===== config.mk =====
export PLATFORM = sky130hd
export DESIGN_NAME = cv32e40p_ft_breakage_mon_flat
export DESIGN_NICKNAME = d
export VERILOG_FILES = /design/src/rtl/cv32e40p_ft_breakage_mon_if.sv /design/src/rtl/cv32e40p_ft_breakage_mon.sv /design/src/flat_wrapper.sv
export SDC_FILE = /design/constraint.sdc
export NUM_CORES = 1
export LEC_CHECK = 0
export CAP_MARGIN = 20
export CORE_MARGIN = 4
export CORE_UTILIZATION = 58
export CTS_BUF_LIST = sky130_fd_sc_hd__clkbuf_4
export DETAILED_ROUTE_END_ITERATION = 8
export PLACE_DENSITY = 0.93
export SLEW_MARGIN = 20
export SYNTH_ARGS = -nofsm -noshare
export SYNTH_HDL_FRONTEND = slang
export SYNTH_SLANG_ARGS = --single-unit

===== constraint.sdc =====
create_clock -name clk -period 3.5 [get_ports clk]
set_input_delay 0.7 -clock clk [delete_from_list [all_inputs] [get_ports clk]]
set_output_delay 0.7 -clock clk [all_outputs]
set_load 0.005 [all_outputs]

===== src/rtl/cv32e40p_ft_breakage_mon_if.sv =====
// Bus bundle between the TMR voters/controller and the breakage monitor.
// The slave modport is the monitor's view and the master modport is the driver's view.
interface cv32e40p_ft_breakage_mon_if #(
  parameter int unsigned N_CH      = 3,
  parameter int unsigned COUNT_BIT = 8
) ();
  localparam int unsigned CH_W = $clog2(N_CH);

  logic                      valid_i;
  logic [N_CH-1:0]           err_i;
  logic [N_CH-1:0]           clear_i;
  logic [N_CH-1:0]           broken_o;
  logic [N_CH*COUNT_BIT-1:0] count_o;
  logic                      fatal_o;
  logic                      evt_valid_o;
  logic [CH_W-1:0]           evt_ch_o;
  logic                      evt_ready_i;

  modport slave (
    input  valid_i, err_i, clear_i, evt_ready_i,
    output broken_o, count_o, fatal_o, evt_valid_o, evt_ch_o
  );

  modport master (
    output valid_i, err_i, clear_i, evt_ready_i,
    input  broken_o, count_o, fatal_o, evt_valid_o, evt_ch_o
  );
endinterface


===== src/rtl/cv32e40p_ft_breakage_mon.sv =====
// Per-replica saturating error counters with HEALTHY/SUSPECT/BROKEN tracking.
// Each break is reported once through a pending mask, lowest channel first; fatal_o flags too few healthy replicas.
module cv32e40p_ft_breakage_mon #(
  parameter int unsigned N_CH               = 3,
  parameter int unsigned COUNT_BIT          = 8,
  parameter int unsigned INC_DEC_BIT        = 2,
  parameter int unsigned INCREMENT          = 1,
  parameter int unsigned DECREMENT          = 1,
  parameter int unsigned BREAKING_THRESHOLD = 3,
  parameter bit          STICKY             = 1'b1,
  parameter int unsigned RECOVER_THRESHOLD  = 0,
  parameter int unsigned FATAL_COUNT        = 2
) (
  input logic clk,
  input logic rst_n,
  cv32e40p_ft_breakage_mon_if.slave bus
);
  localparam int unsigned CH_W = $clog2(N_CH);
  localparam logic [INC_DEC_BIT-1:0] INC_V = INC_DEC_BIT'(INCREMENT);
  localparam logic [INC_DEC_BIT-1:0] DEC_V = INC_DEC_BIT'(DECREMENT);
  // One guard bit so the increment can overshoot before it is saturated.
  localparam logic [COUNT_BIT:0] CNT_MAX = {1'b0, {COUNT_BIT{1'b1}}};
  localparam logic [COUNT_BIT:0] INC_W   = (COUNT_BIT+1)'(INC_V);
  localparam logic [COUNT_BIT:0] DEC_W   = (COUNT_BIT+1)'(DEC_V);
  localparam logic [COUNT_BIT:0] THR_W   = (COUNT_BIT+1)'(BREAKING_THRESHOLD);
  localparam logic [COUNT_BIT:0] REC_W   = (COUNT_BIT+1)'(RECOVER_THRESHOLD);

  typedef enum logic [1:0] {StHealthy, StSuspect, StBroken} state_e;

  state_e               r_state   [N_CH];
  state_e               w_state_d [N_CH];
  logic [COUNT_BIT-1:0] r_cnt     [N_CH];
  logic [COUNT_BIT-1:0] w_cnt_d   [N_CH];
  logic [COUNT_BIT:0]   w_sum     [N_CH];
  logic [N_CH-1:0]      r_pend, w_pend_d, w_enter, w_broken_d, w_hs_mask;
  logic [CH_W-1:0]      w_evt_ch;
  logic                 r_fatal, w_fatal_d;
  int unsigned          w_nbroken;

  always_comb begin
    w_enter    = '0;
    w_broken_d = '0;
    for (int k = 0; k < N_CH; k++) begin
      w_sum[k]     = {1'b0, r_cnt[k]};
      w_cnt_d[k]   = r_cnt[k];
      w_state_d[k] = r_state[k];
      if (bus.clear_i[k]) begin
        w_cnt_d[k]   = '0;
        w_state_d[k] = StHealthy;
      end else if (bus.valid_i && !(STICKY && r_state[k] == StBroken)) begin
        if (bus.err_i[k]) begin
          w_sum[k] = {1'b0, r_cnt[k]} + INC_W;
          if (w_sum[k] > CNT_MAX) w_sum[k] = CNT_MAX;
        end else begin
          w_sum[k] = ({1'b0, r_cnt[k]} >= DEC_W) ? ({1'b0, r_cnt[k]} - DEC_W) : '0;
        end
        w_cnt_d[k] = w_sum[k][COUNT_BIT-1:0];
        if (r_state[k] == StBroken) begin
          if (w_sum[k] <= REC_W) w_state_d[k] = (w_sum[k] == '0) ? StHealthy : StSuspect;
        end else if (w_sum[k] >= THR_W) begin
          w_state_d[k] = StBroken;
        end else begin
          w_state_d[k] = (w_sum[k] == '0) ? StHealthy : StSuspect;
        end
      end
      w_broken_d[k] = (w_state_d[k] == StBroken);
      w_enter[k]    = w_broken_d[k] && (r_state[k] != StBroken);
    end
  end

  // Lowest pending channel is reported; a handshake retires exactly that one.
  always_comb begin
    w_evt_ch  = '0;
    w_hs_mask = '0;
    for (int k = N_CH - 1; k >= 0; k--) begin
      if (r_pend[k]) w_evt_ch = CH_W'(k);
    end
    if (|r_pend && bus.evt_ready_i) w_hs_mask = {{(N_CH-1){1'b0}}, 1'b1} << w_evt_ch;
    w_pend_d  = (r_pend & ~w_hs_mask & ~bus.clear_i) | w_enter;
    w_nbroken = 0;
    for (int k = 0; k < N_CH; k++) begin
      if (w_broken_d[k]) w_nbroken = w_nbroken + 1;
    end
    w_fatal_d = (w_nbroken >= FATAL_COUNT);
  end

  always_ff @(posedge clk or negedge rst_n) begin
    if (!rst_n) begin
      for (int k = 0; k < N_CH; k++) begin
        r_state[k] <= StHealthy;
        r_cnt[k]   <= '0;
      end
      r_pend  <= '0;
      r_fatal <= 1'b0;
    end else begin
      for (int k = 0; k < N_CH; k++) begin
        r_state[k] <= w_state_d[k];
        r_cnt[k]   <= w_cnt_d[k];
      end
      r_pend  <= w_pend_d;
      r_fatal <= w_fatal_d;
    end
  end

  always_comb begin
    bus.broken_o = '0;
    bus.count_o  = '0;
    for (int k = 0; k < N_CH; k++) begin
      bus.broken_o[k]                         = (r_state[k] == StBroken);
      bus.count_o[k*COUNT_BIT +: COUNT_BIT]   = r_cnt[k];
    end
    bus.fatal_o     = r_fatal;
    bus.evt_valid_o = |r_pend;
    bus.evt_ch_o    = w_evt_ch;
  end
endmodule


===== src/flat_wrapper.sv =====
// flat-port wrapper written by rule: the top's interface ports become plain ports
module cv32e40p_ft_breakage_mon_flat 
#(
  parameter int unsigned N_CH               = 3,
  parameter int unsigned COUNT_BIT          = 8,
  parameter int unsigned INC_DEC_BIT        = 2,
  parameter int unsigned INCREMENT          = 1,
  parameter int unsigned DECREMENT          = 1,
  parameter int unsigned BREAKING_THRESHOLD = 3,
  parameter bit          STICKY             = 1'b1,
  parameter int unsigned RECOVER_THRESHOLD  = 0,
  parameter int unsigned FATAL_COUNT        = 2
)
  (clk, rst_n, bus_valid_i, bus_err_i, bus_clear_i, bus_evt_ready_i, bus_broken_o, bus_count_o, bus_fatal_o, bus_evt_valid_o, bus_evt_ch_o);
  cv32e40p_ft_breakage_mon_if #(.N_CH(N_CH), .COUNT_BIT(COUNT_BIT)) bus_i ();
  input logic clk;
  input logic rst_n;
  input wire logic [$bits(bus_i.valid_i)-1:0] bus_valid_i;
  input wire logic [$bits(bus_i.err_i)-1:0] bus_err_i;
  input wire logic [$bits(bus_i.clear_i)-1:0] bus_clear_i;
  input wire logic [$bits(bus_i.evt_ready_i)-1:0] bus_evt_ready_i;
  output wire logic [$bits(bus_i.broken_o)-1:0] bus_broken_o;
  output wire logic [$bits(bus_i.count_o)-1:0] bus_count_o;
  output wire logic [$bits(bus_i.fatal_o)-1:0] bus_fatal_o;
  output wire logic [$bits(bus_i.evt_valid_o)-1:0] bus_evt_valid_o;
  output wire logic [$bits(bus_i.evt_ch_o)-1:0] bus_evt_ch_o;
  assign bus_i.valid_i = bus_valid_i;
  assign bus_i.err_i = bus_err_i;
  assign bus_i.clear_i = bus_clear_i;
  assign bus_i.evt_ready_i = bus_evt_ready_i;
  assign bus_broken_o = bus_i.broken_o;
  assign bus_count_o = bus_i.count_o;
  assign bus_fatal_o = bus_i.fatal_o;
  assign bus_evt_valid_o = bus_i.evt_valid_o;
  assign bus_evt_ch_o = bus_i.evt_ch_o;
  cv32e40p_ft_breakage_mon #(.N_CH(N_CH), .COUNT_BIT(COUNT_BIT), .INC_DEC_BIT(INC_DEC_BIT), .INCREMENT(INCREMENT), .DECREMENT(DECREMENT), .BREAKING_THRESHOLD(BREAKING_THRESHOLD), .STICKY(STICKY), .RECOVER_THRESHOLD(RECOVER_THRESHOLD), .FATAL_COUNT(FATAL_COUNT)) u_core (.clk(clk), .rst_n(rst_n), .bus(bus_i));
endmodule

==> results.md <==
* Unique masters post-synth at 61
* Worst skew pair latency at 0.36 ns
* Design Area, Final at 0.00358 mm2
* Endpoints failing hold at 0
* Setup_tns at 0 ns
* ANT cells at 0
* Cell count after synthesis at 412
* Sequential cell area at 851 um2
* # IOs at 41
* Initial antenna violation count at 0
* Filler cell count at 427
* GPL Wtd Cong at 0.948
* Post-route minimum period at 3.24 ns
* Post-CTS Hold Fix Bufs at 0
* Deepest clock path buffer count at 2
* Crit path kind: flop to flop
* Worst slack, placed at 0.202 ns
* Crit. End Element: flop
* Syn Area/Cell at 7.39 um2
* Worst-Margin Slew at 0.772 ns
* Total track usage at 27.4%
* Grt peak-use layer: met2
* Row count at 26
* Vias at 3,296
* CP Data Required Time at 3.74 ns
* Fmax at 309 MHz
* CTS tree: built
* GRT overflow at 0
* Root Buffer: clkbuf_4
* Synth warnings at 0
* Largest net degree at the start of global routing at 35
* Final worst-path cycle share at 92.6%
* Async SR Flop Fraction at 100%
* Hold_ws at 0.552 ns
* Share of layout cells above drive strength 1 at 6.88%
* Netlist Area Pre-Place at 0.00305 mm2
* Clock skew at 0.00746 ns
* Post-CTS Setup Bufs at 0
* GRT met3 Usage at 5.83%
* P_leak at 1.45 nW
* Maximum VDD drop at 387 uV
* Nets at 455
* P per Cell Area at 442 mW/mm2
* CP Max Fanout at 11
* Vias in the first global route at 3,057
* # DRC at 0
* Total power at 1.58 mW
* Max-slew headroom at 47.9%
* Final setup viols at 0
* CTS Buf Count at 5
* Top-area cell type share of the netlist area at 27.9%
* Core area at 0.00511 mm2
* Initial Util at 59.6%
* Area occupied by multi-input gates at 0.00200 mm2
* Clk slew on worst S/H paths at 0.11 ns
* Synth-to-layout area growth at 17.5%
* Area leader, netlist: dfrtp_1
* TritonRoute pass-1 iters at 5
* Startpoint types: flop
* DR vias/cell at 6.51
* CP arrival at 3.48 ns
* DRT Wirelength at 8.38 mm
* Reg2reg path depth at 13
* Syn_nets at 432
* Cell Area, Placed at 0.00347 mm2
* RSZ-0062 raised after global routing: no
* M1 GR Usage at 38.4%
* DRT antenna net count at 0
* Seq cells post-synth at 34
* Ranking of synthesized cells by area: dfrtp_1, nor2_1, a21oi_1
* Detailed placement HPWL at 6.31 mm
* Total die area at 0.00647 mm2
* Initial DRC Count at 323
* Hold path cells at 2
* Routed len/inst at 16.6 um
* Post-layout util at 70.1%
* Final Max Slew Viols at 0
* EDFF count, synth at 0
* Clock sink count at 34
* Maxcap violations at 0
* Routing usage on met2 at 42.1%
* HP Class: flop to flop
* Die extent in y at 80.5 um
* Ys flop type: dfrtp_1
* H-tree depth at 2
* Non-Filler Instances at 506
* First-pass GRT wire length at 14.1 mm
* Placed insts at 498
* Worst Setup Slack, final at 0.260 ns
* Outcome: complete, no violations
* Chip Width at 80.5 um
* Sequential area share after synthesis at 27.9%
* Post-CTS Resized at 0
* Port Buffers at 40
## layer usage
metal  vias to the layer above  part of all wire, %
met5                         -                    0
met4                         0                  1.7
met3                        23                  7.2
met2                       165                   47
met1                      1533                   44
li1                       1575                    -
## worst max-delay path, cell delays in order (launching register included)
cell       delay (ns)
dfrtp_1          0.55
inv_1            0.12
ha_1             0.22
or4_1            0.50
o311ai_0         0.41
o31ai_1          0.15
nor3_1           0.17
nand4_1          0.20
nand2_1          0.14
a21oi_1          0.09
ha_1             0.31
inv_1            0.05
o211ai_1         0.07
o2bb2ai_1        0.14
## sequential cells by signal (all words and copies together) (netlist names)
signal and flops:
u_core.r_state 6, u_core.r_pend 3, u_core.bus.count_o 24, u_core.bus.fatal_o 1
## area by class of cell
cell class	count	share of cell area [%]
clock inverters	3	1.92
repair buffers	51	13.5
clock buffers	5	1.05
flip-flops and latches	34	23.8
well taps	70	2.45
multi-input cells	328	55.7
inverters	15	1.57
## layout by cell type, fill, tap and decap left out, drive strengths merged, types with 3 or more instances in the layout
master / instances
xnor2: 3
and2: 4
nor3b: 3
nor2: 45
nor3: 12
clkdlybuf4s50: 40
nor4: 7
a311oi: 3
nand2b: 6
ha: 10
a31oi: 7
inv: 15
or3b: 3
or2: 3
and4: 4
nand3b: 3
and3: 14
clkbuf: 5
or4: 7
a21oi: 30
o41ai: 3
nand4: 8
nand3: 13
a22oi: 9
a211oi: 13
buf: 11
nor2b: 13
o21ai: 25
nand2: 38
dfrtp: 34
or3: 7
o211ai: 4
## final timing paths
check / slack, ns / startpoint / endpoint
worst max-delay path: 0.26 / u_core.bus.count_o[1] / u_core.bus.fatal_o
worst min-delay path: 0.55 / u_core.r_state[5] / u_core.r_state[5]
worst max register to register: 0.26 / u_core.bus.count_o[1] / u_core.bus.fatal_o
worst min register to register: 0.55 / u_core.r_state[5] / u_core.r_state[5]
max in group asynchronous: 2.48 / rst_n / u_core.r_state[1]
min in group asynchronous: 0.72 / rst_n / u_core.bus.count_o[10]
## cells by family after synthesis
kind of cell,after synthesis,synth area share (%)
flip-flops,34,27.9
XOR/XNOR,4,1.15
adder cells (fa/ha/maj),10,4.11
AO/OA/AOI/OAI,120,26.5
AND/OR/NAND/NOR,194,33.8
buffers and inverters,50,6.53
## synth_stat cells, drive strengths merged (8+ instances only)
| library cell | instances |
|---|---|
| nor3 | 12 |
| ha | 10 |
| o21ai | 25 |
| a22oi | 9 |
| clkbuf | 30 |
| a21oi | 30 |
| nor2b | 13 |
| nor2 | 45 |
| nand2 | 38 |
| and3 | 14 |
| dfrtp | 34 |
| nand3 | 13 |
| nand4 | 8 |
| a211oi | 13 |
| inv | 15 |
## report_power, final
part           switching (mW)  internal [mW]
Combinational           0.355          0.325
Clock                   0.147          0.223
Sequential             0.0956          0.434
Power figures use the tool's default switching activity.
